==> config.mk <==
export PLATFORM = sky130hd
export DESIGN_NAME = uart_rx
export DESIGN_NICKNAME = d
export VERILOG_FILES = /design/src/rtl/uart_pkg.sv /design/src/rtl/uart_sync.sv /design/src/rtl/uart_rx.sv
export SDC_FILE = /design/constraint.sdc
export NUM_CORES = 1
export LEC_CHECK = 0
export CAP_MARGIN = 20
export CORE_MARGIN = 4
export CORE_UTILIZATION = 58
export CTS_BUF_LIST = sky130_fd_sc_hd__clkbuf_2 sky130_fd_sc_hd__clkbuf_4 sky130_fd_sc_hd__clkbuf_8
export DETAILED_ROUTE_END_ITERATION = 12
export GPL_TIMING_DRIVEN = 1
export PLACE_DENSITY = 0.81
export SYNTH_ARGS = -nofsm -noshare
export SYNTH_HDL_FRONTEND = slang
export SYNTH_SLANG_ARGS = --single-unit
==> constraint.sdc <==
create_clock -name clk -period 2.15 [get_ports clk]
set_input_delay 0.215 -clock clk [delete_from_list [all_inputs] [get_ports clk]]
set_output_delay 0.215 -clock clk [all_outputs]
set_load 0.005 [all_outputs]
==> src/rtl/uart_pkg.sv <==
// Shared UART definitions: FSM state encodings and frame constants.
package uart_pkg;

  localparam int unsigned CLKS_PER_BIT_DEF = 16;
  localparam int unsigned DATA_BITS        = 8;
  localparam int unsigned STOP_BITS        = 1;

  // IDLE..STOP match the transmitter's encoding; RECOVER is receive-only.
  typedef enum logic [2:0] {
    IDLE    = 3'd0,
    START   = 3'd1,
    DATA    = 3'd2,
    STOP    = 3'd3,
    RECOVER = 3'd4
  } uart_state_e;

endpackage

==> src/rtl/uart_sync.sv <==
// Two-flop synchroniser for asynchronous single-bit inputs.
module uart_sync #(
  parameter logic RESET_VAL = 1'b1
) (
  input  logic clk,
  input  logic rst_n,
  input  logic d_i,
  output logic q_o
);

  logic meta_q;
  logic sync_q;

  always_ff @(posedge clk or negedge rst_n) begin
    if (!rst_n) begin
      meta_q <= RESET_VAL;
      sync_q <= RESET_VAL;
    end else begin
      meta_q <= d_i;
      sync_q <= meta_q;
    end
  end

  assign q_o = sync_q;

endmodule

==> src/rtl/uart_rx.sv <==
// 8N1 UART receiver: start-bit qualification, mid-bit sampling, stop-bit check.
module uart_rx
  import uart_pkg::*;
#(
  parameter int unsigned CLKS_PER_BIT = CLKS_PER_BIT_DEF
) (
  input  logic       clk,
  input  logic       rst_n,
  input  logic       rx,
  output logic [7:0] data_out,
  output logic       valid,
  output logic       frame_err,
  output logic       busy
);

  localparam int unsigned HALF  = CLKS_PER_BIT / 2;
  localparam int unsigned CNT_W = $clog2(CLKS_PER_BIT);
  localparam int unsigned BIT_W = $clog2(DATA_BITS);

  logic rxs;

  uart_state_e             state_q, state_d;
  logic [CNT_W-1:0]        cnt_q, cnt_d;
  logic [BIT_W-1:0]        bit_q, bit_d;
  logic [DATA_BITS-1:0]    shift_q, shift_d;
  logic [DATA_BITS-1:0]    data_q, data_d;
  logic                    valid_q, valid_d;
  logic                    ferr_q, ferr_d;
  logic                    busy_q;

  logic cnt_half_c;
  logic cnt_last_c;

  uart_sync #(.RESET_VAL(1'b1)) u_sync (
    .clk  (clk),
    .rst_n(rst_n),
    .d_i  (rx),
    .q_o  (rxs)
  );

  assign cnt_half_c = (cnt_q == CNT_W'(HALF - 1));
  assign cnt_last_c = (cnt_q == CNT_W'(CLKS_PER_BIT - 1));

  // Next-state, counter and strobe logic.
  always_comb begin
    state_d = state_q;
    cnt_d   = cnt_q;
    bit_d   = bit_q;
    shift_d = shift_q;
    data_d  = data_q;
    valid_d = 1'b0;
    ferr_d  = 1'b0;

    unique case (state_q)
      IDLE: begin
        if (!rxs) begin
          state_d = START;
          cnt_d   = '0;
        end
      end
      START: begin
        if (cnt_half_c) begin
          cnt_d = '0;
          if (!rxs) begin
            state_d = DATA;
            bit_d   = '0;
          end else begin
            state_d = IDLE;
          end
        end else begin
          cnt_d = cnt_q + CNT_W'(1);
        end
      end
      DATA: begin
        if (cnt_last_c) begin
          shift_d = {rxs, shift_q[DATA_BITS-1:1]};
          cnt_d   = '0;
          bit_d   = bit_q + BIT_W'(1);
          if (bit_q == BIT_W'(DATA_BITS - 1)) begin
            state_d = STOP;
          end
        end else begin
          cnt_d = cnt_q + CNT_W'(1);
        end
      end
      STOP: begin
        if (cnt_last_c) begin
          cnt_d = '0;
          if (rxs) begin
            data_d  = shift_q;
            valid_d = 1'b1;
            state_d = IDLE;
          end else begin
            ferr_d  = 1'b1;
            state_d = RECOVER;
          end
        end else begin
          cnt_d = cnt_q + CNT_W'(1);
        end
      end
      RECOVER: begin
        // A held-low break line must see a high level before re-arming.
        if (rxs) begin
          state_d = IDLE;
        end
      end
      default: begin
        state_d = IDLE;
      end
    endcase
  end

  always_ff @(posedge clk or negedge rst_n) begin
    if (!rst_n) begin
      state_q <= IDLE;
      cnt_q   <= '0;
      bit_q   <= '0;
      shift_q <= '0;
      data_q  <= '0;
      valid_q <= 1'b0;
      ferr_q  <= 1'b0;
      busy_q  <= 1'b0;
    end else begin
      state_q <= state_d;
      cnt_q   <= cnt_d;
      bit_q   <= bit_d;
      shift_q <= shift_d;
      data_q  <= data_d;
      valid_q <= valid_d;
      ferr_q  <= ferr_d;
      busy_q  <= (state_q != IDLE);
    end
  end

  assign data_out  = data_q;
  assign valid     = valid_q;
  assign frame_err = ferr_q;
  assign busy      = busy_q;

endmodule

==> results.toml <==
[outcome]
outcome = "complete, no violations"

[cells_and_area]
fin_cells = 142
most-common-layout-cells = "dfrtp_1 (29), clkdlybuf4s50_1 (13), mux2_2 (11), mux2_4 (7), clkbuf_4 (7)"
area_growth_pct = 13.5
seqCellArea_um2 = 778
final_core_util = 0.701
antenna_cells = 0
mostFrequentLayoutCell = "dfrtp_1"
fin_nets = 119
fillers = 167
multi_input_area_um2 = 547
drive_above_1_share = 0.325

[worst_setup_path]
r2r_setup_slack_ps = 440
worst-path-buf-inv = 0
crit_type = "flop to flop"
rr_startpoint = "cnt_q[0]$_DFFE_PN0P_"
critPathMaxStageDelay_ps = 390
crit_required_ps = 2360
reg2reg_depth = 4
start_kind = "flop"
critPathMaxFanout = 11
r2r-end = "shift_q[7]$_DFFE_PN0P_"
worstSetupEndpointType = "flop"
cp_num_cells = 4
arrival_ps = 1930
critPathTopFamily = "simple AND/OR/NAND/NOR gates"
crit_chain = "ha_1, and4b_1, and3b_4, mux2_2"
slowest_stage = "dfrtp_1"

[power_and_ir_drop]
leakage_nw = 0.746
p_sw_mw = 0.399
swShare = 0.298
power_density_nw_per_um2 = 856
fin_total_pwr_mw = 1.34
power_frac_seq = 0.559
p_comb_frac = 0.193
p_int_mw = 0.942
vdd_drop_max_v = 0.000631
clock_power_share = 0.248

[timing]
max_slew.worst_pin.slew_ps = 457
fin_crit_sh = 0.796
fin_crit_ps = 1710
timing.clock.skew_ps = 4.92
slew_headroom = 0.692
finalSetupViolCount = 0
hold_viol_final = 0
timing.hold.ws_ps = 266
rsz0062_at_grt = "no"
finalMaxSlewViolations = 0
max_freq_mhz = 585
setup_tns_ps = 0

[synth]
synth_area_leaders = "dfrtp_1 (53%), mux2_2 (9.0%), mux2_4 (7.6%)"
synth_area_leader_cell = "dfrtp_1"
syn_area_um2 = 1380
synth_top_area_frac = 0.526
syn_inst = 98
synth_nets = 104
yosysSeqAreaShare = 0.564
synthDistinctLibCells = 34
ys_ff_latch = 31
synth.avg_cell_area_um2 = 14.1
yosysWarningCount = 0

[routing]
routed_wl_um = 2120
vias_per_cell = 5.60
drtIter0Drc = 9
ant_nets = 0
wl_per_cell_um = 14.9
dr_total_vias = 795
drt_pre_antenna_iters = 4
drc_errors = 0

[floorplanning]
die_w_um = 56.8
core-area_um2 = 2230
die-area_um2 = 3220
die_y_um = 56.8
num_io_pins = 14
rows = 17
initial_core_util = 0.618

[clocking]
cts_resized = 0
cts_root_buf = "clkbuf_4"
cts.hold.buffers_added = 0
cts_setup_buffers = 0
htreeDepth = 2
clock-sinks = 31
clk_latency_ps = 320
clk_path_buf_depth = 2
cts_tree = "yes"
cts_made_buffers = 5
clk_pin_slew_ps = 90

[grt]
grt_use_total = 0.161
grt_pass1_vias = 844
grt_pass1_wl_um = 3900
grt-ovfl-total = 0
antenna_found_initial = 0
grt_max_degree = 32

[place]
place_congestion = 0.856
io_buffers = 13
hpwl_um = 1510
dp.cells = 134

[hold_path]
hold_class = "input pin to async pin"

[run]
max_cap_viol_count = 0
==> metrics by stage <==
stage          instance area [um2]  setup slack (ps)
5_1_grt                       1570               356
2_1_floorplan                 1380               573
4_1_cts                       1570               444
3_5_place_dp                  1510               460
6_report                      1570               439
3_3_place_gp                  1510               514
==> worst max path at each step <==
stage | from | end | slack, ps
floorplan | cnt_q[0]$_DFFE_PN0P_ | shift_q[0]$_DFFE_PN0P_ | 570
global placement | cnt_q[0]$_DFFE_PN0P_ | shift_q[7]$_DFFE_PN0P_ | 510
detailed placement | cnt_q[0]$_DFFE_PN0P_ | shift_q[7]$_DFFE_PN0P_ | 460
CTS | cnt_q[0]$_DFFE_PN0P_ | shift_q[7]$_DFFE_PN0P_ | 440
global route | cnt_q[0]$_DFFE_PN0P_ | shift_q[7]$_DFFE_PN0P_ | 360
finish | cnt_q[0]$_DFFE_PN0P_ | shift_q[7]$_DFFE_PN0P_ | 440
==> synthesized netlist by cell type (all sizes together) <==
| cell type | instances |
|---|---|
| buf | 5 |
| a22o | 3 |
| nor2 | 4 |
| and3b | 2 |
| and3 | 2 |
| mux2i | 2 |
| clkbuf | 1 |
| dfrtp | 29 |
| xor2 | 1 |
| a21o | 1 |
| nand2 | 4 |
| o21ai | 1 |
| nand3 | 1 |
| inv | 3 |
| ha | 3 |
| o21ba | 1 |
| or2b | 1 |
| a211oi | 2 |
| dfstp | 2 |
| or2 | 1 |
| o2111ai | 2 |
| o221ai | 1 |
| a21oi | 3 |
| nand4 | 1 |
| nor4b | 1 |
| and4b | 2 |
| o2bb2ai | 1 |
| mux2 | 18 |
==> state kept, by name, summed over array words and instances, names as in the netlist <==
signal	cells
bit_q	3
data_out	8
valid	1
frame_err	1
u_sync.q_o	1
shift_q	8
busy	1
u_sync.meta_q	1
state_q	3
cnt_q	4
==> area by class of cell <==
class                   instances  area share
clock buffers                   7      0.0335
inverters                       3     0.00719
repair buffers                 14      0.0879
well taps                      28      0.0224
multi-input cells              58       0.349
flip-flops and latches         31       0.497
clock inverters                 1     0.00319
==> layer usage <==
| metal | track usage | vias to the layer above | part of all wire | wire length, um |
|---|---|---|---|---|
| met3 | 0.0644 | 6 | 0.040 | 85 |
| met1 | 0.201 | 394 | 0.47 | 992 |
| met5 | 0 | - | 0 | 0 |
| met4 | 0.0762 | 0 | 0.012 | 26 |
| met2 | 0.243 | 13 | 0.48 | 1020 |
| li1 | - | 382 | - | - |
==> power groups by stage <==
stage | sequential (mW) | clock (mW) | combinational [mW]
floorplan | 0.690 | 0 | 0.254
global placement | 0.752 | 0 | 0.242
detailed placement | 0.760 | 0 | 0.263
CTS | 0.749 | 0.350 | 0.263
global route | 0.767 | 0.376 | 0.293
finish | 0.749 | 0.332 | 0.259
==> kinds of logic (layout without fill, tap and decap cells) <==
kind of cell,Yosys count,after routing,synth area share
fa+ha+maj,3,3,0.0272
compound gates,15,15,0.0852
mux,20,20,0.180
simple gates,19,19,0.0970
flops,31,31,0.564
xor+xnor,1,1,0.00635
buf+inv,9,25,0.0399
Power figures use the tool's default switching activity.
